<file path="src/rtl/pin_bus_bridge.sv">
// pin_bus_bridge: frames each CPU access as cmd/addr/wdata beats on a narrow pad bus,
// then collects flow-controlled read beats or a write commit, with a pin_rdy timeout.
// Ports: clk, rst_n (async active-low);
//        cpu_req/cpu_we/cpu_addr/cpu_wdata in, cpu_busy/cpu_ack/cpu_err/cpu_rdata out;
//        pin_out/pin_oe/pin_strb drive the pads, pin_in/pin_rdy come back from them.
module pin_bus_bridge #(
  parameter int ADDR_W   = 32,
  parameter int DATA_W   = 32,
  parameter int PIN_W    = 8,
  parameter int TURN_CYC = 1,
  parameter int TIMEOUT  = 255
) (
  input  logic              clk,
  input  logic              rst_n,
  input  logic              cpu_req,
  input  logic              cpu_we,
  input  logic [ADDR_W-1:0] cpu_addr,
  input  logic [DATA_W-1:0] cpu_wdata,
  output logic              cpu_busy,
  output logic              cpu_ack,
  output logic              cpu_err,
  output logic [DATA_W-1:0] cpu_rdata,
  output logic [PIN_W-1:0]  pin_out,
  output logic [PIN_W-1:0]  pin_oe,
  output logic              pin_strb,
  input  logic [PIN_W-1:0]  pin_in,
  input  logic              pin_rdy
);
  localparam int AB = ADDR_W / PIN_W;
  localparam int DB = DATA_W / PIN_W;
  localparam int MB = (AB > DB) ? ((AB > TURN_CYC) ? AB : TURN_CYC) : ((DB > TURN_CYC) ? DB : TURN_CYC);
  localparam int CW = $clog2(MB) + 1;
  localparam int TW = (TIMEOUT > 0) ? $clog2(TIMEOUT + 1) : 1;
  typedef enum logic [2:0] {IDLE, CMD, ADDR, WDATA, TURN, WAIT, RDATA, DONE} state_t;
  state_t state, state_nx;
  logic [CW-1:0] beat;
  logic [TW-1:0] to_cnt;
  logic we_q, err_q, miss, tmo, drive;
  logic [ADDR_W-1:0] addr_q;
  logic [DATA_W-1:0] wdata_q, rd_q, rd_nx;
  always_comb begin
    state_nx = state;
    miss = (state == WAIT || state == RDATA) && !pin_rdy;
    // timeout fires on the TIMEOUT-th consecutive miss
    tmo = (TIMEOUT > 0) && miss && to_cnt == TW'(TIMEOUT - 1);
    // read beats enter at the top and shift down, so beat 0 ends up in the LSB slice
    rd_nx = (rd_q >> PIN_W) | (DATA_W'(pin_in) << (DATA_W - PIN_W));
    case (state)
      IDLE:    if (cpu_req) state_nx = CMD;
      CMD:     state_nx = ADDR;
      ADDR:    if (beat == CW'(AB - 1)) state_nx = we_q ? WDATA : TURN;
      WDATA:   if (beat == CW'(DB - 1)) state_nx = WAIT;
      TURN:    if (beat == CW'(TURN_CYC - 1)) state_nx = RDATA;
      WAIT:    if (pin_rdy || tmo) state_nx = DONE;
      RDATA:   if ((pin_rdy && beat == CW'(DB - 1)) || tmo) state_nx = DONE;
      default: state_nx = IDLE;
    endcase
    drive = state == CMD || state == ADDR || state == WDATA;
    pin_oe = {PIN_W{drive}};
    pin_strb = drive;
    pin_out = state == CMD ? PIN_W'({we_q, 1'b1}) :
              state == ADDR ? addr_q[PIN_W-1:0] :
              state == WDATA ? wdata_q[PIN_W-1:0] : '0;
    cpu_busy = state != IDLE;
    cpu_ack = state == DONE;
    cpu_err = state == DONE && err_q;
  end
  always_ff @(posedge clk or negedge rst_n) begin
    if (!rst_n) begin
      state <= IDLE;
      beat <= '0;
      to_cnt <= '0;
      we_q <= 1'b0;
      err_q <= 1'b0;
      addr_q <= '0;
      wdata_q <= '0;
      rd_q <= '0;
      cpu_rdata <= '0;
    end else begin
      state <= state_nx;
      beat <= (state_nx != state) ? '0 : (state == RDATA ? beat + CW'(pin_rdy) : beat + CW'(1));
      to_cnt <= (state_nx != state || !miss) ? '0 : to_cnt + TW'(1);
      if (state == IDLE && cpu_req) begin
        we_q <= cpu_we;
        addr_q <= cpu_addr;
        wdata_q <= cpu_wdata;
        err_q <= 1'b0;
      end
      if (state == ADDR) addr_q <= addr_q >> PIN_W;
      if (state == WDATA) wdata_q <= wdata_q >> PIN_W;
      if (state == RDATA && pin_rdy) rd_q <= rd_nx;
      if (tmo) err_q <= 1'b1;
      // rdata is loaded on the way into DONE so it is valid alongside cpu_ack
      if (state_nx == DONE && state != DONE && (!we_q || tmo)) cpu_rdata <= tmo ? '0 : rd_nx;
    end
  end
endmodule

</file>
<file path="config.mk">
export PLATFORM = sky130hd
export DESIGN_NAME = pin_bus_bridge
export DESIGN_NICKNAME = d
export VERILOG_FILES = /design/src/rtl/pin_bus_bridge.sv
export SDC_FILE = /design/constraint.sdc
export NUM_CORES = 1
export LEC_CHECK = 0
export CORE_UTILIZATION = 25
export CTS_CLUSTER_SIZE = 10
export DETAILED_ROUTE_END_ITERATION = 12
export GPL_ROUTABILITY_DRIVEN = 1
export PLACE_DENSITY = 0.48
export SLEW_MARGIN = 20
export SYNTH_ARGS = -nofsm -noshare
export SYNTH_HDL_FRONTEND = slang
export SYNTH_SLANG_ARGS = --single-unit
export TNS_END_PERCENT = 50
</file>
<file path="constraint.sdc">
create_clock -name clk -period 2.09 [get_ports clk]
set_clock_uncertainty 0.2 [all_clocks]
set_input_delay 0.418 -clock clk [delete_from_list [all_inputs] [get_ports clk]]
set_output_delay 0.418 -clock clk [all_outputs]
set_load 0.005 [all_outputs]
</file>
==> results.ini, run 1 <==
[sta]
worstMarginPinSlew_ps=428
slew_headroom_pct=71.5
period_share_pct=111
hold_violations=0
drv_slew=0
period_minus_slack_ps=2320
setup-tns-final_ps=-7870
fin_ws_ps=-231
clock.fmax_mhz=431
holdWs_ps=278
finalSetupViolations=55
rsz0062_at_grt=yes

[place]
gp_congestion=0.770
place_hpwl_um=11000
port_buffers=128

[power_and_ir_drop]
vdd_drop_max_v=0.000628
leakage_nw=4.39
power_density_nw_per_um2=1390
power_w=0.0130

[status]
outcome=complete, but fails checks
violations=negative setup slack

[critical_path]
reg2reg_slack_ps=-180
crit_path_max_fanout=6
worstPathCellList=buf_12, clkinvlp_4, buf_4, a21oi_4, buf_6, buf_6, clkdlybuf4s15_2
worst_path_max_delay_cell=dfrtp_1
endpoint_kind=primary output
cp.arrival_ps=1700
crit_family=buffers and inverters
max_stage_delay_ps=370
cp-start-kind=register
path_buf_inv=6
worstPathRequired_ps=1470
path_class=reg2out
critPathMostFrequentCell=buf_6

[clock_tree]
clock-sinks=136
cts_tree=built
cts.htree.levels=4
cts_max_path_buffers=2
cts_buffers=17
root_buffer=clkbuf_16
clock_latency_ps=410
cts.clk_slew.worst_paths_ps=60

[floorplanning]
core-area_um2=24400
die_w_um=160
start_util_pct=25.5
die_h_um=160
ios=129
die-area_um2=25500
rows=57

[grt]
gr-total-overflow=0
antenna_found_initial=3
grtUsageTotal_pct=13.5
grt_pass1_vias=4902
grt_max_degree=58
grt_pass1_wl_um=26900

[hold_path]
hold_class=reg2reg

[synthesis]
yosysTopAreaCellShare_pct=54.7
postSynthNetCount=698
synth_area_leaders=dfrtp_1 55%, mux2i_1 9.2%, nand2_1 9.0%
synthFlopType=dfrtp_1
synth_area_um2=6220
ys_async_sr_fraction_pct=100
yosys.cell_types.count=45
netlist_instances=617
ys_seq_area_share_pct=54.7
synth_area_leader_cell=dfrtp_1
synth_edf_count=0
ys_ff_latch=136
syn_avg_cell_area_um2=10.1
ys_warn_count=0

[route]
dr.pass1.iters=7
drc=0
routed_wl_um=16500
drt_iter0_markers=176
ant_nets=0
wl_per_cell_um=14.4
num_vias=4875
viasPerCell=4.26

[flow_run]
max_cap_violations=0

[layout]
drive_gt1_share_pct=23.8
area.growth.synth_to_final_pct=50.7
fin_util_pct=38.4
finalNetCount=887

==> repair_timing <==
action,CTS,global route
resized for setup,119,43
cloned,3,2
pin swaps,16,19
setup endpoints to repair,51,113
endpoints found under the hold margin,35,0
hold buffers,1,0
setup buffers,27,10
==> layer usage <==
layer / vias to the layer above / GRT usage, % / share of wire (%)
li1: 2439 / - / -
met1: 2314 / 18.0 / 48
met2: 105 / 21.6 / 47
met3: 13 / 3.71 / 4.4
met4: 4 / 3.67 / 0.81
met5: - / 0 / 0.16
==> synth_stat cells, types with 4 or more instances <==
| cell type | instances |
|---|---|
| dfrtp_1 | 136 |
| mux2_2 | 24 |
| nand3_1 | 4 |
| mux2i_1 | 57 |
| buf_2 | 9 |
| a21oi_1 | 20 |
| inv_1 | 35 |
| a31oi_1 | 26 |
| nand2_1 | 149 |
| buf_1 | 4 |
| xor2_1 | 5 |
| clkbuf_1 | 22 |
| ha_1 | 4 |
| buf_4 | 9 |
| and2_1 | 4 |
| nor2_1 | 38 |
| o21ai_0 | 26 |
| a22o_1 | 6 |
==> tightest hold or removal path: stages (launching register included) <==
cell and delay, ps:
dfrtp_1 340, nand2_1 40, o21ai_0 60
==> power by group <==
group / switching [W] / internal, W
clock network: 0.00130 / 0.00168
registers: 0.000682 / 0.00375
logic: 0.00245 / 0.00317
==> state kept, by name (all words and copies together) (netlist names) <==
register and cells:
to_cnt 8, wdata_q 32, beat 3, cpu_rdata 32
rd_q 24, err_q 1, addr_q 32, state 3
we_q 1
==> logic make-up after synthesis <==
kind of cell    synth area share (%)
compound gates                  9.20
mux                             13.5
buf+inv                         6.10
flops                           54.7
xor+xnor                        1.13
simple gates                    14.5
fa+ha+maj                      0.805
==> per-stage QoR <==
stage               cells  worst slack (ps)  cell area, µm²
global route         1143              -312            9370
global placement     1074              -201            8190
finish               1144              -231            9370
detailed placement   1074              -228            8190
CTS                  1136              -311            9170
floorplan             617              6.32            6220
==> path summary, 6_finish.rpt <==
check,from,end,cells past startpoint
setup reg to reg,state[1],cpu_rdata[7],11
hold / removal,addr_q[24],addr_q[16],2
setup / recovery,state[0],pin_oe[1],7
hold reg to reg,addr_q[24],addr_q[16],2
max in group asynchronous,rst_n,cpu_rdata[25],3
min in group asynchronous,rst_n,to_cnt[3],2
==> cell usage in the layout (no fill, tap or decap), types with 5 or more instances in the layout <==
cell type	instances
buf_12	10
dfrtp_1	136
buf_4	45
clkdlybuf4s50_1	107
inv_6	6
a31oi_1	26
a22o_1	6
a21oi_1	15
a21oi_2	5
o21ai_0	16
buf_6	36
mux2i_1	57
inv_1	34
nand2_1	146
clkbuf_16	19
o21ai_1	10
nor2_1	37
mux2_2	24
buf_2	9
clkinvlp_4	6
==> area by class of cell <==
type                            instances  area [µm²]
Clock buffer                           17         425
Multi-Input combinational cell        398        2600
Tap cell                              324         405
Inverter                               36         139
Sequential cell                       136        3400
Antenna cell                            1        2.50
Clock inverter                         15         154
Fill cell                            2461       15000
Timing Repair Buffer                  217        2250
Note: power is estimated with default switching activity, not from simulation.
==> run 2: changes to the inputs <==
--- a/config.mk
+++ b/config.mk
@@ -5,6 +5,7 @@
 export SDC_FILE = /design/constraint.sdc
 export NUM_CORES = 1
 export LEC_CHECK = 0
+export CAP_MARGIN = 5
 export CORE_UTILIZATION = 25
 export CTS_CLUSTER_SIZE = 10
 export DETAILED_ROUTE_END_ITERATION = 12
==> results of run 2 <==
Same layout as run 1: the final DEF is identical, and so are final timing and power.
